--- config.mk ---
export PLATFORM = sky130hd
export DESIGN_NAME = cycle_trace_dumper
export DESIGN_NICKNAME = d
export VERILOG_FILES = /design/src/rtl/cycle_trace_dumper.sv
export SDC_FILE = /design/constraint.sdc
export NUM_CORES = 1
export LEC_CHECK = 0
export CORE_MARGIN = 1.5
export CORE_UTILIZATION = 43
export CTS_BUF_LIST = sky130_fd_sc_hd__clkbuf_2 sky130_fd_sc_hd__clkbuf_4 sky130_fd_sc_hd__clkbuf_8
export DETAILED_ROUTE_END_ITERATION = 8
export GPL_ROUTABILITY_DRIVEN = 0
export PLACE_DENSITY_LB_ADDON = 0.2
export SLEW_MARGIN = 20
export SYNTH_ARGS = -nofsm -noshare
export SYNTH_HDL_FRONTEND = slang
export SYNTH_SLANG_ARGS = --single-unit
--- constraint.sdc ---
create_clock -name clk_i -period 2.9 [get_ports clk_i]
set_input_delay 0.58 -clock clk_i [delete_from_list [all_inputs] [get_ports clk_i]]
set_output_delay 0.58 -clock clk_i [all_outputs]
set_load 0.05 [all_outputs]
--- src/rtl/cycle_trace_dumper.sv ---
// cycle_trace_dumper: steps a stalled CPU one cycle at a time and streams PC + register-file snapshots.
// Revision 1.0
`default_nettype none

module cycle_trace_dumper #(
  parameter int DATA_W     = 32,
  parameter int NUM_REGS   = 32,
  parameter int IDX_W      = 5,
  parameter int MAX_CYCLES = 10,
  parameter int MODE       = 0
) (
  input  logic              clk_i,
  input  logic              rst_i,
  input  logic              start_i,
  input  logic [DATA_W-1:0] pc_i,
  output logic [IDX_W-1:0]  reg_addr_o,
  input  logic [DATA_W-1:0] reg_data_i,
  output logic              cpu_stall_o,
  output logic              out_valid_o,
  input  logic              out_ready_i,
  output logic              out_tag_o,
  output logic [IDX_W-1:0]  out_idx_o,
  output logic [DATA_W-1:0] out_data_o,
  output logic [15:0]       cycle_cnt_o,
  output logic              done_o
);

  localparam logic [15:0]      MAX_CNT  = 16'(MAX_CYCLES);
  localparam logic [IDX_W-1:0] LAST_IDX = IDX_W'(NUM_REGS - 1);

  typedef enum logic [2:0] {
    S_IDLE     = 3'd0,
    S_RUN      = 3'd1,
    S_PC_BEAT  = 3'd2,
    S_REG_BEAT = 3'd3,
    S_DONE     = 3'd4
  } state_t;

  state_t           state;
  logic             xfer;
  logic [IDX_W-1:0] next_idx;
  logic [15:0]      cnt_inc;

  assign xfer     = out_valid_o & out_ready_i;
  assign next_idx = out_idx_o + IDX_W'(1);
  // Saturating increment so the run counter can never wrap.
  assign cnt_inc  = (cycle_cnt_o == MAX_CNT) ? cycle_cnt_o : cycle_cnt_o + 16'd1;

  // Read-ahead address: the register the next REG_BEAT transfer will load.
  assign reg_addr_o = (state == S_REG_BEAT && out_idx_o != LAST_IDX) ? next_idx : '0;

  always_ff @(posedge clk_i) begin
    if (rst_i) begin
      state       <= S_IDLE;
      cpu_stall_o <= 1'b1;
      out_valid_o <= 1'b0;
      out_tag_o   <= 1'b0;
      out_idx_o   <= '0;
      out_data_o  <= '0;
      cycle_cnt_o <= '0;
      done_o      <= 1'b0;
    end else begin
      case (state)
        S_IDLE: begin
          if (start_i) begin
            state       <= S_RUN;
            cpu_stall_o <= 1'b0;
          end
        end
        S_RUN: begin
          cycle_cnt_o <= cnt_inc;
          if (MODE == 0 || cnt_inc == MAX_CNT) begin
            state       <= S_PC_BEAT;
            cpu_stall_o <= 1'b1;
            out_valid_o <= 1'b1;
            out_tag_o   <= 1'b0;
            out_idx_o   <= '0;
            out_data_o  <= pc_i;
          end
        end
        S_PC_BEAT: begin
          if (xfer) begin
            state      <= S_REG_BEAT;
            out_tag_o  <= 1'b1;
            out_idx_o  <= '0;
            out_data_o <= reg_data_i;
          end
        end
        S_REG_BEAT: begin
          if (xfer) begin
            if (out_idx_o != LAST_IDX) begin
              out_idx_o  <= next_idx;
              out_data_o <= reg_data_i;
            end else begin
              out_valid_o <= 1'b0;
              if (cycle_cnt_o == MAX_CNT) begin
                state  <= S_DONE;
                done_o <= 1'b1;
              end else begin
                state       <= S_RUN;
                cpu_stall_o <= 1'b0;
              end
            end
          end
        end
        S_DONE: begin
          done_o <= 1'b1;
        end
        default: begin
          state <= S_IDLE;
        end
      endcase
    end
  end

endmodule

`default_nettype wire

After elaboration in Yosys (flattened, before gate mapping). Cells that the tools add are included.

$add $sub $neg: 2. Equality and inequality tests: 13. Muxes and demuxes: 29. Bitwise logic cells: 3. Reductions and logical operators: 14.

Operators by type and width (count): $mux W32 (3); $pmux W32 S3 (1); $mux W5 (4); $add A16 B1 Y16 const B (1); $eq A16 B4 Y1 const B (1); $mux W3 (5); $pmux W3 S5 (1); $pmux W5 S3 (1); $mux W1 (10); $ne A2 B2 Y1 const B (5); $reduce_and A5 Y1 (2); $reduce_and A4 Y1 (2); $eq A3 B2 Y1 const B (2); $pmux W1 S2 (3); $reduce_bool A2 Y1 (3); $reduce_bool A3 Y1 (2); $add A5 B1 Y5 const B (1); $ne A5 B5 Y1 const B (1); $ne A2 B1 Y1 const B (2); $reduce_and A2 Y1 (2); $eq A3 B1 Y1 const B (1); $eq A3 B3 Y1 const B (1); $logic_not A3 Y1 (1); $pmux W1 S3 (1); other kinds (4) (5).

Flip-flop bits (word level): 60. Input bits: 68. Output and inout port bits: 62. Logic and storage cells: 69.

Logic depth before layout (Yosys ltp).
Word-level depth: 5. Depth in mapped cells: 9. Gate-level depth less buffers: 7.

Worst setup path before layout. OpenSTA, ideal clock, no wires.

Path kind: register -> output. Start point: register out_idx_o[0]. End point: output reg_addr_o[4]. Data arrival time: 2495 ps. Data required time: 2320 ps. Path slack: -175 ps. Stages on the path, launching flop included: 6. Buffers on the path: 1. Path through: dfxtp_1 ha_1 and3_1 ha_1 buf_2 nor3b_1.

Word-level cells in the longest chain between the ends: 3. Elaborated cells on any way between the ends: 4. Classes of those cells: add/sub: 1; eq/ne: 1; mux: 1; reduce/logical: 1.

Ends and longest elaborated chain: from (decl) (line 22) `output logic [IDX_W-1:0] out_idx_o,`; from (signal assigned) (line 92) `out_idx_o <= next_idx;`; branches (longest 2 deep; another with $add A5 B1 Y5); $mux W5 * (line 50) `assign reg_addr_o = (state == S_REG_BEAT && out_idx_o != LAST_IDX) ? next_idx : '0;`; to (decl) (line 16) `output logic [IDX_W-1:0] reg_addr_o,`.

Mark *: on every way between the ends.

Final worst setup path.
Start point: register state[1]. End point: output reg_addr_o[1].

Word-level cells in the longest chain between the ends: 3.

Ends and longest elaborated chain: from (decl) (line 39) `state_t state;`; from (signal assigned) (line 54) `state <= S_IDLE;`; from (signal assigned) (line 66) `state <= S_RUN;`; from (signal assigned) (line 73) `state <= S_PC_BEAT;`; $eq A3 B2 Y1 (line 50); $logic_and A1 B1 Y1 (line 50); $mux W5 (line 50).

Every way passes these cells.

==> metrics.txt <==
Period Utilization, post-route 88.4%; final non-filler cell area 4400 um2; most common cell after layout, fill and taps aside sky130_fd_sc_hd__clkdlybuf4s50_1; part of the power in registers 40.5%; number of global-route vias before repair 2734; Internal Power 1.54 mW; die width 85.4 um; Max transition margin 56.5%; clk root buf sky130_fd_sc_hd__clkbuf_8; Arrival @ worst endpoint 1.98 ns; power density relative to cell area 526 nW/um2; CTS resizes 0; Post-Route Setup TNS 0 ns; Mapped Area 2920 um2; Port Buffers 129; via density per instance 5.64; total count of hold-check failures in the final report 0; Antenna Violating Nets Remaining 0; average cell area after synthesis 9.15 um2; highest-count cells in the layout ignoring fill and taps sky130_fd_sc_hd__clkdlybuf4s50_1, sky130_fd_sc_hd__dfxtp_1, sky130_fd_sc_hd__a21oi_1; Post-layout nets 511; drt drc 6; CTS buffer count 9; number of hold-repair buffers added at the cts stage 0; total of warnings raised by yosys 0; H-tree Lvls 3; violated checks design-rule violations; total net switching power 769 uW; post-synth top area cell sky130_fd_sc_hd__dfxtp_1; RSZ-0062 raised after global routing no; maximum number of pins on one net before global-route repair 36; minimum clock period after layout 2.56 ns; run status complete, but fails checks; DP Area 4220 um2; clk_skew 0.0109 ns; number of buffers on the longest clock path 2; worst setup path startpoint state[1]$_SDFFE_PP0P_; setup slack after placement 0.631 ns; number of standard cells after synthesis 319; 1st-iter DRT viols 127; post-placement cell count 505; Synth Register Bits 60; number of I/O pins 130; leakage power 1.70 nW; Worst IR Drop VDD 0.365 mV; layout cells sized above 1 8.58%; post-layout worst setup margin 0.338 ns; r2r startpoint out_idx_o[0]$_SDFFE_PP0P_; switching share of total power 33.3%; first-pass GRT wire length 12900 um; number of distinct library cells after synthesis 44; part of the power in the clock network 29.0%; synth top area cells sky130_fd_sc_hd__dfxtp_1, sky130_fd_sc_hd__mux2i_1, sky130_fd_sc_hd__a211oi_1; clock insertion delay at the later pin of the skew report 0.33 ns; antenna violations before repair 0; Clock Pin Slew Worst Setup and Hold Paths 0.07 ns; number of slew-limit violations in the final report 0; share of the yosys chip area belonging to registers 41.1%; signed area change from the synthesized netlist to the final layout 50.7%; area share of the leading cell type in the synthesized netlist 41.1%; total half-perimeter wirelength after legalization and detailed placement 5680 um; Setup Crit Path Kind reg2out; via count 2935; floorplan core area 6460 um2; data required time of the critical path 2.32 ns; achievable frequency 0.390 GHz; Post-CTS Setup Inserts 0; clock tree from TritonCTS done; max capacitance violation total 0; number of clock sinks 60; worst hold slack 0.499 ns; startpoint class of the critical path flop; number of detailed-routing iterations run before antenna repair 7; combinational group share of total power 30.5%; antenna cell count 0; slew of the pin with the lowest slew margin 0.653 ns; final global-route overflow total 0; Die ar. 7290 um2; number of standard-cell rows in the floorplan 29; startpoint of the worst hold path cpu_stall_o$_SDFFE_PP1P_; synthesized net count 391; type of the most critical hold path reg2reg; overall power consumption 2.31 mW; die span in y 85.4 um; Post-Route WL 7960 um; setup slack of the worst register-to-register path 0.59 ns; Final Util 68.1%; highest net fanout along the worst path 13; element type at the critical path end primary output; Global Route Usage Sum 22.2%; post-layout instance count excluding filler cells 520; final number of setup-violating endpoints 0; average routed wire per standard cell 15.3 um; fill count 535; starting density of the core 45.2%
-- power by group through the flow --
stage               clock network [mW]  registers [mW]  logic (mW)
floorplan                            0            1.17       0.225
global placement                     0           0.951       0.701
detailed placement                   0           0.952       0.707
CTS                              0.686           0.936       0.708
global route                     0.724           0.944       0.750
finish                           0.671           0.936       0.705
-- sequential cells by signal, summed over array words and instances, names as in the netlist --
name         count
out_data_o      32
out_tag_o        1
out_valid_o      1
out_idx_o        5
cpu_stall_o      1
done_o           1
state            3
cycle_cnt_o     16
-- cell families after synthesis --
group | share of synthesized area (%)
adder cells (fa/ha/maj) | 1.71
AND/OR/NAND/NOR | 15.5
XOR/XNOR | 2.70
buffers and inverters | 4.84
flip-flops | 41.1
AO/OA/AOI/OAI | 23.1
multiplexers | 11.0
-- cells in the mapped netlist, drive strengths merged --
library cell	number
a211oi	34
a21boi	1
a21oi	47
a311o	1
a311oi	2
a31oi	1
a32oi	1
and2	3
and3	4
and4	2
and4bb	1
buf	14
clkbuf	12
dfxtp	60
ha	4
inv	3
mux2i	32
nand2	7
nand2b	2
nand3	11
nand3b	2
nand4	8
nor2	14
nor2b	2
nor3	6
nor3b	3
nor4	1
nor4b	2
o211ai	1
o21a	2
o21ai	12
o21bai	1
o311a	1
o31ai	4
or2	2
or3	4
or4	3
xnor2	1
xor2	8
-- critical path, stage by stage (launching register included) --
cell and delay, ns:
sky130_fd_sc_hd__dfxtp_1 0.59, sky130_fd_sc_hd__nand3b_1 0.48, sky130_fd_sc_hd__nor3b_2 0.34, sky130_fd_sc_hd__buf_4 0.23
-- final timing paths --
kind                                 endpoint  depth (start not counted)
setup reg to reg  out_data_o[30]$_SDFFE_PP0P_                          8
hold reg to reg      cpu_stall_o$_SDFFE_PP1P_                          1
setup / recovery                reg_addr_o[1]                          3
hold / removal       cpu_stall_o$_SDFFE_PP1P_                          1
-- cell type report --
cell class	count	area [um2]	share of cell area, %
clock buffer	13	166	3.78
inverter	3	11.3	0.256
clock inverter	2	10.0	0.228
multi-input combinational	230	1590	36.2
tap	77	96.3	2.19
sequential	60	1200	27.3
timing repair buffer	135	1320	30.0
-- routing by layer --
layer	up-vias	wire length (um)	GRT usage [%]	part of all wire [%]
li1	1443	-	-	-
met1	1377	3360	27.3	42
met2	103	3890	35.9	49
met3	12	585	7.20	7.3
met4	0	135	8.94	1.7
met5	-	0	0	0
No activity file was read; power rests on OpenSTA's default activity.
